[src/rtl/log_pkg.sv]
// Shared log RAM geometry and log_dump FSM encoding.
// The log capture block uses the same geometry constants.
package log_pkg;

  localparam int unsigned LOG_DEPTH          = 32768;
  localparam int unsigned LOG_ADDR_W         = 15;
  localparam int unsigned LOG_DATA_W         = 32;
  localparam int unsigned LOG_BYTES_PER_WORD = 4;

  typedef enum logic [2:0] {
    StIdle,
    StRead,
    StLatch,
    StSend,
    StNext,
    StCsum
  } log_dump_state_e;

endpackage

[src/rtl/mod_m_counter.sv]
// Modulo-M counter with synchronous clear, count enable and terminal-count flag.
module mod_m_counter #(
  parameter int unsigned M = 8,
  parameter int unsigned W = $clog2(M)
) (
  input  logic         clk,
  input  logic         rst,
  input  logic         run,
  output logic [W-1:0] count,
  output logic         max
);

  localparam logic [W-1:0] Last = W'(M - 1);

  logic [W-1:0] count_q, count_d;

  always_comb begin
    count_d = count_q;
    if (run) begin
      count_d = (count_q == Last) ? '0 : count_q + W'(1);
    end
  end

  always_ff @(posedge clk) begin
    if (rst) begin
      count_q <= '0;
    end else begin
      count_q <= count_d;
    end
  end

  assign count = count_q;
  assign max   = (count_q == Last);

endmodule

[src/rtl/log_dump.sv]
// Drains the log RAM (addresses 0..DEPTH-1) as an MSB-first byte stream over valid/ready.
// Define LOG_DUMP_CHECKSUM_EN to append a running XOR checksum byte after the last word.
module log_dump
  import log_pkg::*;
#(
  parameter int unsigned DEPTH  = LOG_DEPTH,
  parameter int unsigned ADDR_W = LOG_ADDR_W,
  parameter int unsigned DATA_W = LOG_DATA_W
) (
  input  logic              clockdsp,
  input  logic              soft_reset,
  input  logic              dump_start,
  input  logic              log_full,
  output logic [ADDR_W-1:0] ram_read_addr,
  input  logic [DATA_W-1:0] ram_read_data,
  output logic [7:0]        tx_data,
  output logic              tx_valid,
  input  logic              tx_ready,
  output logic              dump_busy,
  output logic              dump_done,
  output logic              dump_err
);

  localparam int unsigned Bytes = DATA_W / 8;
  localparam int unsigned CntW  = (Bytes > 1) ? $clog2(Bytes) : 1;
  localparam logic [CntW-1:0] LastByte = CntW'(Bytes - 1);

  log_dump_state_e   state_q, state_d;
  logic              start_q, start_d;
  logic              full_q, full_d;
  logic [DATA_W-1:0] shift_q, shift_d;
  logic [CntW-1:0]   byte_q, byte_d;
  logic              busy_q, busy_d;
  logic              done_q, done_d;
  logic              err_q, err_d;
`ifdef LOG_DUMP_CHECKSUM_EN
  logic [7:0]        csum_q, csum_d;
`endif

  logic accept;
  logic xfer;
  logic at_max;
  logic cnt_rst;
  logic cnt_run;

  // Start and log_full are registered together so the error flag reflects
  // log_full at the moment the request was made.
  assign accept  = (state_q == StIdle) && start_q;
  assign xfer    = tx_valid && tx_ready;
  assign cnt_rst = soft_reset || accept;
  assign cnt_run = (state_q == StNext) && !at_max;

  mod_m_counter #(
    .M (DEPTH),
    .W (ADDR_W)
  ) u_addr_cnt (
    .clk   (clockdsp),
    .rst   (cnt_rst),
    .run   (cnt_run),
    .count (ram_read_addr),
    .max   (at_max)
  );

  always_comb begin
    state_d  = state_q;
    start_d  = dump_start && (state_q == StIdle) && !start_q;
    full_d   = log_full;
    shift_d  = shift_q;
    byte_d   = byte_q;
    busy_d   = busy_q;
    done_d   = 1'b0;
    err_d    = err_q;
    tx_valid = 1'b0;
    tx_data  = 8'h00;
`ifdef LOG_DUMP_CHECKSUM_EN
    csum_d   = csum_q;
`endif

    unique case (state_q)
      StIdle: begin
        if (accept) begin
          state_d = StRead;
          busy_d  = 1'b1;
          err_d   = !full_q;
          byte_d  = '0;
`ifdef LOG_DUMP_CHECKSUM_EN
          csum_d  = 8'h00;
`endif
        end
      end
      StRead: begin
        state_d = StLatch;
      end
      StLatch: begin
        shift_d = ram_read_data;
        byte_d  = '0;
        state_d = StSend;
      end
      StSend: begin
        tx_valid = 1'b1;
        tx_data  = shift_q[DATA_W-1 -: 8];
        if (xfer) begin
          shift_d = shift_q << 8;
`ifdef LOG_DUMP_CHECKSUM_EN
          csum_d  = csum_q ^ tx_data;
`endif
          if (byte_q == LastByte) begin
            state_d = StNext;
          end else begin
            byte_d = byte_q + CntW'(1);
          end
        end
      end
      StNext: begin
        if (at_max) begin
`ifdef LOG_DUMP_CHECKSUM_EN
          state_d = StCsum;
`else
          state_d = StIdle;
          busy_d  = 1'b0;
          done_d  = 1'b1;
`endif
        end else begin
          state_d = StRead;
        end
      end
`ifdef LOG_DUMP_CHECKSUM_EN
      StCsum: begin
        tx_valid = 1'b1;
        tx_data  = csum_q;
        if (xfer) begin
          state_d = StIdle;
          busy_d  = 1'b0;
          done_d  = 1'b1;
        end
      end
`endif
      default: begin
        state_d = StIdle;
      end
    endcase
  end

  always_ff @(posedge clockdsp) begin
    if (soft_reset) begin
      state_q <= StIdle;
      start_q <= 1'b0;
      full_q  <= 1'b0;
      shift_q <= '0;
      byte_q  <= '0;
      busy_q  <= 1'b0;
      done_q  <= 1'b0;
      err_q   <= 1'b0;
`ifdef LOG_DUMP_CHECKSUM_EN
      csum_q  <= 8'h00;
`endif
    end else begin
      state_q <= state_d;
      start_q <= start_d;
      full_q  <= full_d;
      shift_q <= shift_d;
      byte_q  <= byte_d;
      busy_q  <= busy_d;
      done_q  <= done_d;
      err_q   <= err_d;
`ifdef LOG_DUMP_CHECKSUM_EN
      csum_q  <= csum_d;
`endif
    end
  end

  assign dump_busy = busy_q;
  assign dump_done = done_q;
  assign dump_err  = err_q;

endmodule
[config.mk]
export PLATFORM = sky130hd
export DESIGN_NAME = log_dump
export DESIGN_NICKNAME = d
export VERILOG_FILES = /design/src/rtl/log_pkg.sv /design/src/rtl/mod_m_counter.sv /design/src/rtl/log_dump.sv
export SDC_FILE = /design/constraint.sdc
export NUM_CORES = 1
export LEC_CHECK = 0
export BUFFER_PORTS_ARGS = -buffer_cell sky130_fd_sc_hd__buf_2
export CORE_AREA = 2 2 70 72
export DETAILED_ROUTE_END_ITERATION = 16
export DIE_AREA = 0 0 72 74
export GPL_TIMING_DRIVEN = 0
export PLACE_DENSITY = 0.8
export SYNTH_ARGS = -nofsm -noshare
export SYNTH_HDL_FRONTEND = slang
export SYNTH_SLANG_ARGS = --single-unit
[constraint.sdc]
create_clock -name clockdsp -period 3.7 [get_ports clockdsp]
set_input_delay 0.74 -clock clockdsp [delete_from_list [all_inputs] [get_ports clockdsp]]
set_output_delay 0.74 -clock clockdsp [all_outputs]
set_load 0.05 [all_outputs]
-- Word level (Yosys, flattened, before mapping)
Cells that the tools add are included.
- input port bits: 37
- logic and storage cells: 60
- register bits after elaboration: 57
- equality and inequality tests: 11
- reduce and logical (&&, ||, !) cells: 19
- add/subtract/negate cells: 2
- muxes and demuxes: 18
- bitwise logic cells: 1
- operators with widths (kind ; count):
    $pmux 32 s2 ; 1
    $mux 32 ; 1
    $add 15x1->15 const B ; 1
    $eq 15x15->1 const B ; 1
    $mux 15 ; 1
    $pmux 3 s5 ; 1
    $ne 2x2->1 const B ; 5
    $mux 3 ; 3
    $mux 8 ; 1
    $eq 3x2->1 const B ; 2
    $mux 2 ; 3
    $pmux 2 s3 ; 1
    $reduce_and 3->1 ; 2
    $logic_and 1x1->1 ; 5
    $mux 1 ; 5
    $reduce_and 2->1 ; 2
    $reduce_and 4->1 ; 1
    $reduce_bool 2->1 ; 2
    $eq 3x1->1 const B ; 1
    $eq 3x3->1 const B ; 1
    $logic_not 1->1 ; 3
    $logic_not 3->1 ; 1
    $reduce_bool 3->1 ; 1
    $add 2x1->2 const B ; 1
    5 further kinds ; 5

-- Depth between registers and ports, before layout
- word-level depth: 5
- mapped depth: 7

-- Modules after synthesis
A second synthesis with hierarchy kept.
- cells, all modules: 315
- area total of the unflattened synthesis: 2826.5 um^2
- modules (own cells, without submodules) (module ; sequential area each (um^2) ; area each (um^2) ; cells an instance ; instances):
    log_dump ; 840.8 ; 2138.3 ; 239 ; 1
    mod_m_counter ; 300.3 ; 688.2 ; 76 ; 1

-- Worst setup path after synthesis
No wires, ideal clock.
- kind: register -> output
- from: register state_q[1]
- to: output tx_data[0]
- cell stages (with the launch flop): 5
- data arrival time: 1287 ps
- setup slack: 1673 ps
- cell sequence: dfxtp_1 > buf_2 > nor2b_1 > clkbuf_1 > and3_1
- cells in the longest elaborated chain, start to end: 2
- RTL lines (what ; RTL line ; source):
    from (decl) ; log_dump.sv:28 ; log_dump_state_e state_q, state_d;
    from (signal assigned) ; log_dump.sv:146 ; state_q <= StIdle;
    from (signal assigned) ; log_dump.sv:158 ; state_q <= state_d;
    $eq 3x2->1 ; log_dump.sv:79 ; unique case (state_q)
    $mux 8 ; log_dump.sv:79 ;
    to (decl) ; log_dump.sv:16 ; output logic [7:0] tx_data,
No other way between the ends.

-- Worst setup path in the final report
- from: register state_q[0]
- to: output tx_valid
- cells in the longest elaborated chain, start to end: 2
- RTL lines (what ; RTL line ; source):
    $eq 3x2->1 ; log_dump.sv:79 ;
    $mux 1 ; log_dump.sv:79 ;
    to (decl) ; log_dump.sv:17 ; output logic tx_valid,
No other way between the ends.

==> summary.md <==
The worst register-to-register path has a setup slack of 1860 ps. In the finished design, the share of the clock period the worst path needs comes to 75.2%. Synthesis produced a netlist with a net count of 323.

The critical path runs through a total of 5 cells. The tools report the buffer cell driving the clock tree root as clkbuf_8. The internal power of the cells totals 0.00106 W.

The analysis attributes to cell leakage a power of 1.22 nW. In this run the power spent charging and discharging nets is 0.000341 W. Counting every instance in the synthesized netlist gives 284.

The number of port buffers came out at 62. After clock tree synthesis, the clock-pin slew on the worst setup and hold paths is 60 ps. The first global-routing pass estimated 9800 um of wire.

In this run the core area contains 25 standard-cell rows. Compared with the post-synthesis result, the final layout area differs by 23.4%. The run gives 2,407 as the total vias in the final route. The worst setup path is captured at an output pin. The clock reaches the later pin of the worst-skew pair after 330 ps. The tools report the critical path launch point as state_q[0]$_SDFFE_PP0P_.

The number of hold buffers added after CTS was 0. VDD sags by at most 272 uV. Counting cells, the worst reg-to-reg path comes to 7.

Setup repair after global routing left no endpoint under its margin. Along the worst path, the maximum fanout reaches 10. The number of hold violations in the final report was 0; the total cell area at the placement stage was 2880 um^2.

The combinational power share was 10.3%. Counting stages on the worst path, the most repeated cell is buf_2. The logs give 0.871 for the final weighted congestion in routability-driven placement and 4600 um^2 for the placeable core region. The run finished with clean final reports.

Yosys attributes the largest share of cell area to dfxtp_1 46%, o221ai_1 8.4%, a21oi_1 7.2%, nand2_1 5.4%, nor2_1 2.6%. STA puts the critical path data required time at 2960 ps. The number of antenna violations at the first check in global routing is 0, and the total number of yosys warnings is 0. In this run the power density over the cells is 453 nW/um^2. Based on the critical path, the design can be clocked at up to 359 MHz. The logs give 2,108 for the via count of the first global-routing pass and 0 for the number of violations of the max-capacitance limit. The flip-flop and latch count after synthesis is 57. The largest total area in the synthesized netlist belongs to dfxtp_1.

From left edge to right edge, the die measures 72 um. After detailed routing, the average wire length per cell comes to 14.9 um. The share of synthesized registers carrying an async set or reset is 0%, and the switching part of the total power is 24.4%. Cells with a size suffix above 1 make up 25.4% of the layout. The tightest min-delay check is of the reg -> reg type.

The critical path in this run is classified as reg -> out. Global routing consumed, over all layers together, 24.0% of the routing resources. The share of the synthesized area in the top cell type is 45.6%, and the mean number of vias per cell is 5.79.

Together, buffers and inverters on the worst path number 4. The tools report the critical path endpoint as tx_valid. The CTS H-tree depth was 3; the part of the power in registers was 46.6%. The die area is 5330 um^2. Once the clock tree was built, the resizer swapped 0 gates to a different size.

The standard cell with the maximum stage delay on the critical path was dfxtp_1. TritonCTS built the clock tree. Summing every instance area after synthesis gives 2500 um^2. The first detailed-routing pass ran for 4 iterations.

Worst flop-to-flop path startpoint: state_q[1]$_SDFFE_PP0P_. The number of top-level pins is 64. The cell with the most instances after synthesis was dfxtp_1. The setup TNS after final layout was 0 ps; the clock share of power was 43.1%.

The post-layout minimum cycle time is 2780 ps. 0 antenna diodes ended up in the layout. In the routed design, unresolved DRC markers number 0.

Of the synthesized area, sequential elements account for 45.6%. Final number of max-transition violations: 0. The launching element type of the critical path is a flip-flop. The clock drives 57 sinks.

The routed design has 6190 um of wire. By count the netlist is led by 57 x dfxtp_1, 36 x a21oi_1, 36 x nand2_1, 24 x o221ai_1, 17 x nor2_1. The fraction of the core area covered by cells at the end of the flow was 67.1%.

Detailed placement finished with a half-perimeter wire length of 4380 um. The die height is 74 um, and the worst stage delay on the critical path is 480 ps. Data arrives at the worst endpoint at 2040 ps. The final count of negative-setup-slack endpoints came out at 0.

Entering global routing, the biggest net connects 11 pins. For this configuration, the core starts out at a cell density of 54.4%. At the pin with the least slew margin, the transition time is 643 ps. The number of clock buffers added by TritonCTS is 9. A synthesized cell averages 8.81 um^2. Counting flops with a built-in enable in the synthesized netlist gives 0. Count of unique library cells instantiated by Yosys: 43.

Among all flip-flop cells after synthesis, the most frequent one is dfxtp_1. The layout net count was 396. The run gives 0 as the total grt overflow.

Buffers added to address setup during post-CTS repair amount to 0. Walking the worst path, the cells encountered are inv_1, buf_2, nor2_2, buf_2, buf_2. The destination of the worst register-to-register timing path is shift_q[4]$_SDFFE_PP0P_.

The run gives 187 as the violation count after the first detailed-route iteration. In this run the tightest slew margin relative to its limit is 56.5%. The finished cells cover 3090 um^2.

The longest clock path from root to sink contains 2 buffers. The count of nets left with antenna violations once routing finished came out at 0. Broken down by cell family, the worst path's largest delay share belongs to buffers and inverters.

Worst-case clock skew: 7.36 ps.
cell usage in the layout, fill, tap and decap left out, drive strengths merged, types with 4 or more instances in the layout:
cell and n:
buf 74, dfxtp 57, nand2 36, a21oi 36, clkbuf 25, o221ai 24, nor2 18, and3 8
a22oi 8, nand3 8, or4 8, o31ai 7, o21ai 6, nand2b 4, nor2b 4, o211ai 4
or3 4
cells by family after synthesis:
| family | synth area share, % |
|---|---|
| AO/OA/AOI/OAI | 24.8 |
| XOR/XNOR | 0.350 |
| adder cells (fa/ha/maj) | 1.00 |
| buffers and inverters | 5.05 |
| flip-flops | 45.6 |
| multiplexers | 0.800 |
| AND/OR/NAND/NOR | 22.4 |
state kept, by name, summed over array words and instances (netlist names):
register          flops
dump_err              1
u_addr_cnt.count     15
state_q               3
byte_q                2
dump_done             1
start_q               1
shift_q              32
dump_busy             1
full_q                1
cell type report:
class                      count  area, um^2
timing repair buffer          62         310
clock buffer                  14         173
clock inverter                 2        35.0
inverter                       2        7.51
multi-input combinational    202        1230
fill                         395        1510
buffer                        23         119
sequential                    57        1140
tap                           54        67.6
worst min path at each step:
stage	endpoint	from	cells past startpoint
final	dump_err$_SDFFE_PP0P_	full_q$_SDFF_PP0_	1
after global routing	dump_err$_SDFFE_PP0P_	full_q$_SDFF_PP0_	1
after CTS	dump_err$_SDFFE_PP0P_	full_q$_SDFF_PP0_	1
after detailed placement	dump_err$_SDFFE_PP0P_	full_q$_SDFF_PP0_	1
after global placement	dump_err$_SDFFE_PP0P_	full_q$_SDFF_PP0_	1
after floorplan	dump_err$_SDFFE_PP0P_	full_q$_SDFF_PP0_	1
power groups by stage:
stage	clock [W]	combinational (W)	sequential, W
final	0.000602	0.000144	0.000651
after global routing	0.000636	0.000158	0.000654
after CTS	0.000609	0.000143	0.000651
after detailed placement	0	0.000142	0.000664
after global placement	0	0.000140	0.000664
after floorplan	0	0.0000882	0.000669
per-stage QoR:
stage,hold slack [ps],cells,worst slack (ps),power [W]
final,426,416,917,0.00140
after global routing,454,416,788,0.00145
after CTS,423,416,929,0.00140
after detailed placement,400,400,1290,0.000807
after global placement,395,400,1280,0.000804
after floorplan,390,284,1670,0.000757
metal layers:
metal  track usage, %  part of all wire [%]
met5                0                     0
met4             11.9                  0.94
met3             5.96                   5.3
met1             31.2                    46
met2             37.7                    48
No activity file was read; power rests on OpenSTA's default activity.
